## src/rtl/seq_detect_ctrl.sv

```systemverilog
// seq_detect_ctrl: programmable "1, N zeros, 1" serial pattern detector controller.
//
// A configuration (zero-run length N and a match limit) is accepted over a valid/ready
// port while idle. On start the FSM hunts for an opening 1, counts the following zeros
// and flags a match when a 1 arrives after exactly N zeros. The closing 1 of a match is
// reused as the next opening 1, so overlapping patterns are detected. The run stops
// after the programmed number of matches (0 = unlimited) or on abort.
//
// Ports:
//   clk, rst    clock (rising edge), asynchronous active-high reset
//   J           raw serial input, one bit per clock (synchronized internally)
//   cfg_valid   configuration offered; cfg_ready high while idle
//   cfg_zeros   N, required zeros between the two 1s (N = 0 is rejected)
//   cfg_limit   matches before auto-stop, 0 = unlimited
//   cfg_err     last accepted configuration had N = 0 (sticky)
//   start       single-cycle arm request, abort returns to idle
//   busy        run in progress
//   Y           one-cycle match pulse
//   done        one-cycle pulse on the match that reaches the limit
//   match_cnt   matches since the last accepted start
module seq_detect_ctrl #(
  parameter int unsigned CW = 3,
  parameter int unsigned MW = 4
) (
  input  logic          clk,
  input  logic          rst,
  input  logic          J,
  input  logic          cfg_valid,
  output logic          cfg_ready,
  input  logic [CW-1:0] cfg_zeros,
  input  logic [MW-1:0] cfg_limit,
  output logic          cfg_err,
  input  logic          start,
  input  logic          abort,
  output logic          busy,
  output logic          Y,
  output logic          done,
  output logic [MW-1:0] match_cnt
);

  typedef enum logic [2:0] {StIdle, StHunt, StSeen1, StCount, StHit} state_e;

  state_e        state;
  logic          j_s;
  logic [CW-1:0] zcnt;
  logic [CW-1:0] zeros;
  logic [MW-1:0] limit;
  logic          cfg_ok;
  logic [MW:0]   match_inc;
  logic          hit_next_done;
  logic          cfg_take;

  assign cfg_ready = (state == StIdle);
  assign busy      = (state != StIdle);
  assign cfg_take  = cfg_valid && cfg_ready;

  // One bit wider than match_cnt so saturation and the limit compare see the carry.
  assign match_inc     = {1'b0, match_cnt} + {{MW{1'b0}}, 1'b1};
  assign hit_next_done = (limit != '0) && (match_inc == {1'b0, limit});

  always_ff @(posedge clk or posedge rst) begin
    if (rst) begin
      state     <= StIdle;
      j_s       <= 1'b0;
      zcnt      <= '0;
      zeros     <= '0;
      limit     <= '0;
      cfg_ok    <= 1'b0;
      cfg_err   <= 1'b0;
      match_cnt <= '0;
      Y         <= 1'b0;
      done      <= 1'b0;
    end else begin
      j_s  <= J;
      Y    <= 1'b0;
      done <= 1'b0;

      if (cfg_take) begin
        zeros   <= cfg_zeros;
        limit   <= cfg_limit;
        cfg_ok  <= (cfg_zeros != '0);
        cfg_err <= (cfg_zeros == '0);
      end

      if (abort) begin
        state <= StIdle;
      end else begin
        unique case (state)
          StIdle: begin
            // A start coinciding with a configuration offer is dropped.
            if (start && cfg_ok && !cfg_valid) begin
              state     <= StHunt;
              match_cnt <= '0;
            end
          end
          StHunt: begin
            if (j_s) state <= StSeen1;
          end
          StSeen1: begin
            if (!j_s) begin
              state <= StCount;
              zcnt  <= {{(CW-1){1'b0}}, 1'b1};
            end
          end
          StCount: begin
            if (j_s) begin
              if (zcnt == zeros) begin
                // Y, done and match_cnt are registered on entry so they align with HIT.
                state     <= StHit;
                Y         <= 1'b1;
                done      <= hit_next_done;
                match_cnt <= match_inc[MW] ? match_cnt : match_inc[MW-1:0];
              end else begin
                state <= StSeen1;
              end
            end else if (zcnt == zeros) begin
              state <= StHunt;
            end else begin
              zcnt <= zcnt + {{(CW-1){1'b0}}, 1'b1};
            end
          end
          StHit: begin
            if (done) begin
              state <= StIdle;
            end else if (j_s) begin
              state <= StSeen1;
            end else begin
              state <= StCount;
              zcnt  <= {{(CW-1){1'b0}}, 1'b1};
            end
          end
          default: state <= StIdle;
        endcase
      end
    end
  end

endmodule

```

## config.mk

```make
export PLATFORM = sky130hd
export DESIGN_NAME = seq_detect_ctrl
export DESIGN_NICKNAME = d
export VERILOG_FILES = /design/src/rtl/seq_detect_ctrl.sv
export SDC_FILE = /design/constraint.sdc
export NUM_CORES = 1
export LEC_CHECK = 0
export BUFFER_PORTS_ARGS = -buffer_cell sky130_fd_sc_hd__buf_2
export CORE_MARGIN = 2
export CORE_UTILIZATION = 25
export DETAILED_ROUTE_END_ITERATION = 8
export GPL_ROUTABILITY_DRIVEN = 0
export SLEW_MARGIN = 30
export SYNTH_ARGS = -nofsm -noshare
export SYNTH_HDL_FRONTEND = slang
export SYNTH_SLANG_ARGS = --single-unit
```

## constraint.sdc

```tcl
create_clock -name clk -period 1.5 [get_ports clk]
set_input_delay 0.075 -clock clk [delete_from_list [all_inputs] [get_ports clk]]
set_output_delay 0.075 -clock clk [all_outputs]
set_load 0.05 [all_outputs]
```

==> key figures <==
Outcome
  – Outcome: finished, violations left
  – Failing checks: setup timing

Critical path
  – Delay-heaviest family, CP: simple AND/OR/NAND/NOR gates
  – Crit Path Max Fanout: 7
  – CP Data Required Time: between 1500 and 2000 ps
  – R2R Path End: state[1]
  – Flop-to-flop setup slack: -50 ps
  – Setup crit end kind: register
  – Reg2Reg Depth: 4
  – Crit path DAT: ~1700 ps
  – Crit Path Class: reg -> reg
  – Max stage delay on crit path: 530 ps
  – Slowest cell on the critical path: or4b_4
  – Worst path bufs/invs: 0
  – CP Cell Sequence: or4b_4 -> o221ai_2 -> a31oi_2 -> o41ai_2
  – Reg2reg start: state[1]
  – Critical path launch point type: register

Final layout
  – Most frequent cells in the layout: buf_2, buf_4, dfrtp_1, buf_6
  – Share of cells above drive strength 1: a little over half
  – P&R area growth vs syn: 43.82%
  – Final Cell Area: 0.001906 mm2
  – Antenna diodes: 0
  – FF/Latch Area: 559.3 um2
  – Post-route insts no fill: 238
  – Fill count: 511
  – Multi-input logic area: about 800 um2
  – Nets: 184

Yosys
  – Multiplexer share of the synthesized area: about a tenth
  – Synth Area per Inst: between 10 and 15 um2
  – Synthesized area: 0.001325 mm2
  – Synth Area in Adders: under 10%
  – Yosys reg bits: 22
  – Largest family of logic cells by synthesized area: simple AND/OR/NAND/NOR gates
  – Synth Area in Simple Gates: between 20% and 30%
  – EDFF count, synth: 0
  – Synth Area in XOR/XNOR: 6.327%
  – Mapped Cells: approximately 120
  – Mapped Nets: 137
  – Sequential share of the synthesized area: around two fifths
  – Async S/R FF share, synth: 100.0%
  – Compound-cell area share of the yosys netlist: between 10% and 20%
  – Synth warnings: 0
  – Top_reg_cell synth: dfrtp_1
  – Yosys cell types: 47

Min path
  – HP Class: in -> reg
  – Cell count of the worst hold path: 2
  – HP Start: cfg_limit[2]
  – Endpoint, Worst Hold: limit[2]

Floorplan
  – Die Ht: around 77 um
  – Total core area: roughly 0.0051 mm2
  – Initial Util: 25.94%
  – Die width: approximately 77 um
  – Die ar.: roughly 0.0059 mm2
  – Ports: 22
  – Row Count: 26

Clocking
  – CTS tree: built
  – CTS max path bufs: 2
  – Clk_lat worst skew: about 270 ps
  – H-tree depth: 1
  – Num CTS Buffers: 3
  – CTS clock-pin slew for the worst setup and hold paths: approximately 80 ps
  – Clk sinks: 22
  – Root buffer cell: clkbuf_8

Power
  – Sw power: 1.073 mW
  – Sw frac: between 30% and 40%
  – Leak Pwr: just over 0.8 nW
  – Internal power: around 1.8 mW
  – P per Cell Area: between 1500 and 2000 mW/mm2
  – Power Total: ~2.9 mW
  – Combinational share of power: slightly below 50%
  – Sequential Power Share: roughly a third
  – Peak supply drop: around 960 uV
  – Clk network pwr share: between 10% and 20%

Job
  – Maxcap violations: 0

Drt
  – Via count: about 1,100
  – Initial DRC Count: 28
  – DR WL/cell: between 10 and 15 um
  – Remaining antenna violation count: 0
  – Top Metal Used: met4
  – Routed wire length on met3: just over 60 um
  – Wl on met1: 1472 um
  – Drt first pass iters: 4
  – Metal2 WL: 1448 um
  – DRC viols: 0
  – Final wirelength: 3046 um
  – Average vias per placed instance: approximately 4.7

Place
  – Cell Area, Placed: about 0.0016 mm2
  – Count of input and output buffers: 21
  – Placed Cells: between 200 and 250
  – DP HPWL: ~2200 um
  – Pre-CTS setup slack: -92.55 ps

GRT
  – Global-route wire length before repair: approximately 5300 um
  – Global Route Usage Sum: 11.16%
  – Initial antenna violation count: 0
  – Gr ovfl total: 0
  – Vias in the first global route: 1,135
  – Pin count of the biggest net entering global routing: 23

STA
  – Slew Limit Fails: 0
  – Hold_ws: about 34 ps
  – Min Tclk post-route: between 1500 and 2000 ps
  – Worst setup margin: -46.06 ps
  – Highest clock rate: between 600 and 700 MHz
  – Actual slew at the worst max-slew pin: about 340 ps
  – Final setup vio count: 9
  – Worst Clk Skew: 2.698 ps
  – Rel. slew slack: between 70 and 80%
  – Final Cycle Share: 103.1%
  – Final Hold Viols: 0
  – Unrepaired setup endpoints after global routing: true
[metrics by stage]
stage	TNS, ps	utilization [%]
4_1_cts	-155.9	35.69
3_3_place_gp	-666.6	32.21
2_1_floorplan	-1925	-
5_1_grt	-1145	37.31
6_report	-195.0	37.31
3_5_place_dp	-840.1	32.21
[power groups by stage]
| stage | Sequential, mW | Clock [mW] | Combinational [mW] |
|---|---|---|---|
| 5_1_grt | 0.962 | 0.607 | 1.52 |
| 4_1_cts | 0.922 | 0.580 | 1.26 |
| 3_5_place_dp | 0.932 | 0 | 1.17 |
| 6_report | 0.936 | 0.563 | 1.40 |
| 2_1_floorplan | 0.991 | 0 | 0.760 |
| 3_3_place_gp | 0.930 | 0 | 1.17 |
[layer usage]
metal	vias up	global-route usage (%)
li1	543	-
met1	543	14.58
met5	-	0
met4	0	6.000
met2	23	18.42
met3	4	0.7059
[worst max-delay path by stage]
stage              from            to  slack, ps  cells past startpoint
6_report       state[1]      state[1]        -50                      4
5_1_grt        state[1]  match_cnt[0]       -140                      5
4_1_cts        state[0]      state[1]        -30                      4
3_5_place_dp   state[2]  match_cnt[0]        -90                      4
3_3_place_gp   state[2]  match_cnt[1]        -90                      4
2_1_floorplan  state[2]      limit[0]       -260                      5
[flip-flops by register name, indices dropped and copies added (netlist names)]
| signal | count |
|---|---|
| state | 3 |
| j_s | 1 |
| done | 1 |
| cfg_ok | 1 |
| zcnt | 3 |
| zeros | 3 |
| Y | 1 |
| limit | 4 |
| match_cnt | 4 |
| cfg_err | 1 |
[cells in the mapped netlist, types with 3 or more instances]
master,n,area (um2)
o211ai_1,3,22.52
mux2i_1,4,40.04
a31oi_1,3,18.77
xnor2_2,3,48.80
mux2_1,7,78.83
or4_1,4,30.03
nand2_1,5,18.77
nor3_1,4,20.02
inv_1,5,18.77
o21ai_0,5,25.02
nand2b_1,4,25.02
nor2_1,5,18.77
dfrtp_1,22,550.5
nand3_1,3,15.01
clkbuf_1,3,11.26
[worst register-to-register path, cell delays in order (launching register included)]
cell and delay (ps):
dfrtp_2 470, or4b_4 530, o221ai_2 100, a31oi_2 70, o41ai_2 280
[cells by family (layout without fill, tap and decap cells)]
logic type,after synthesis,count (layout)
AO/OA/AOI/OAI,27,27
XOR/XNOR,7,7
adder cells (fa/ha/maj),2,2
buffers and inverters,13,59
flip-flops,22,22
multiplexers,12,12
AND/OR/NAND/NOR,39,39
[area by class of cell]
| type | instances | area share [%] |
|---|---|---|
| Multi-Input combinational cell | 87 | 42.61 |
| Sequential cell | 22 | 29.35 |
| Timing Repair Buffer | 48 | 18.25 |
| Tap cell | 70 | 4.596 |
| Clock buffer | 3 | 2.167 |
| Clock inverter | 1 | 1.576 |
| Inverter | 7 | 1.445 |
[repair_timing]
item	CTS	global route
endpoints found under the setup margin	19	20
hold endpoints to repair	23	0
gates resized for setup	16	19
pin swaps	6	3
hold buffers	2	0
setup buffers	4	2
(Power assumes the default switching activity.)
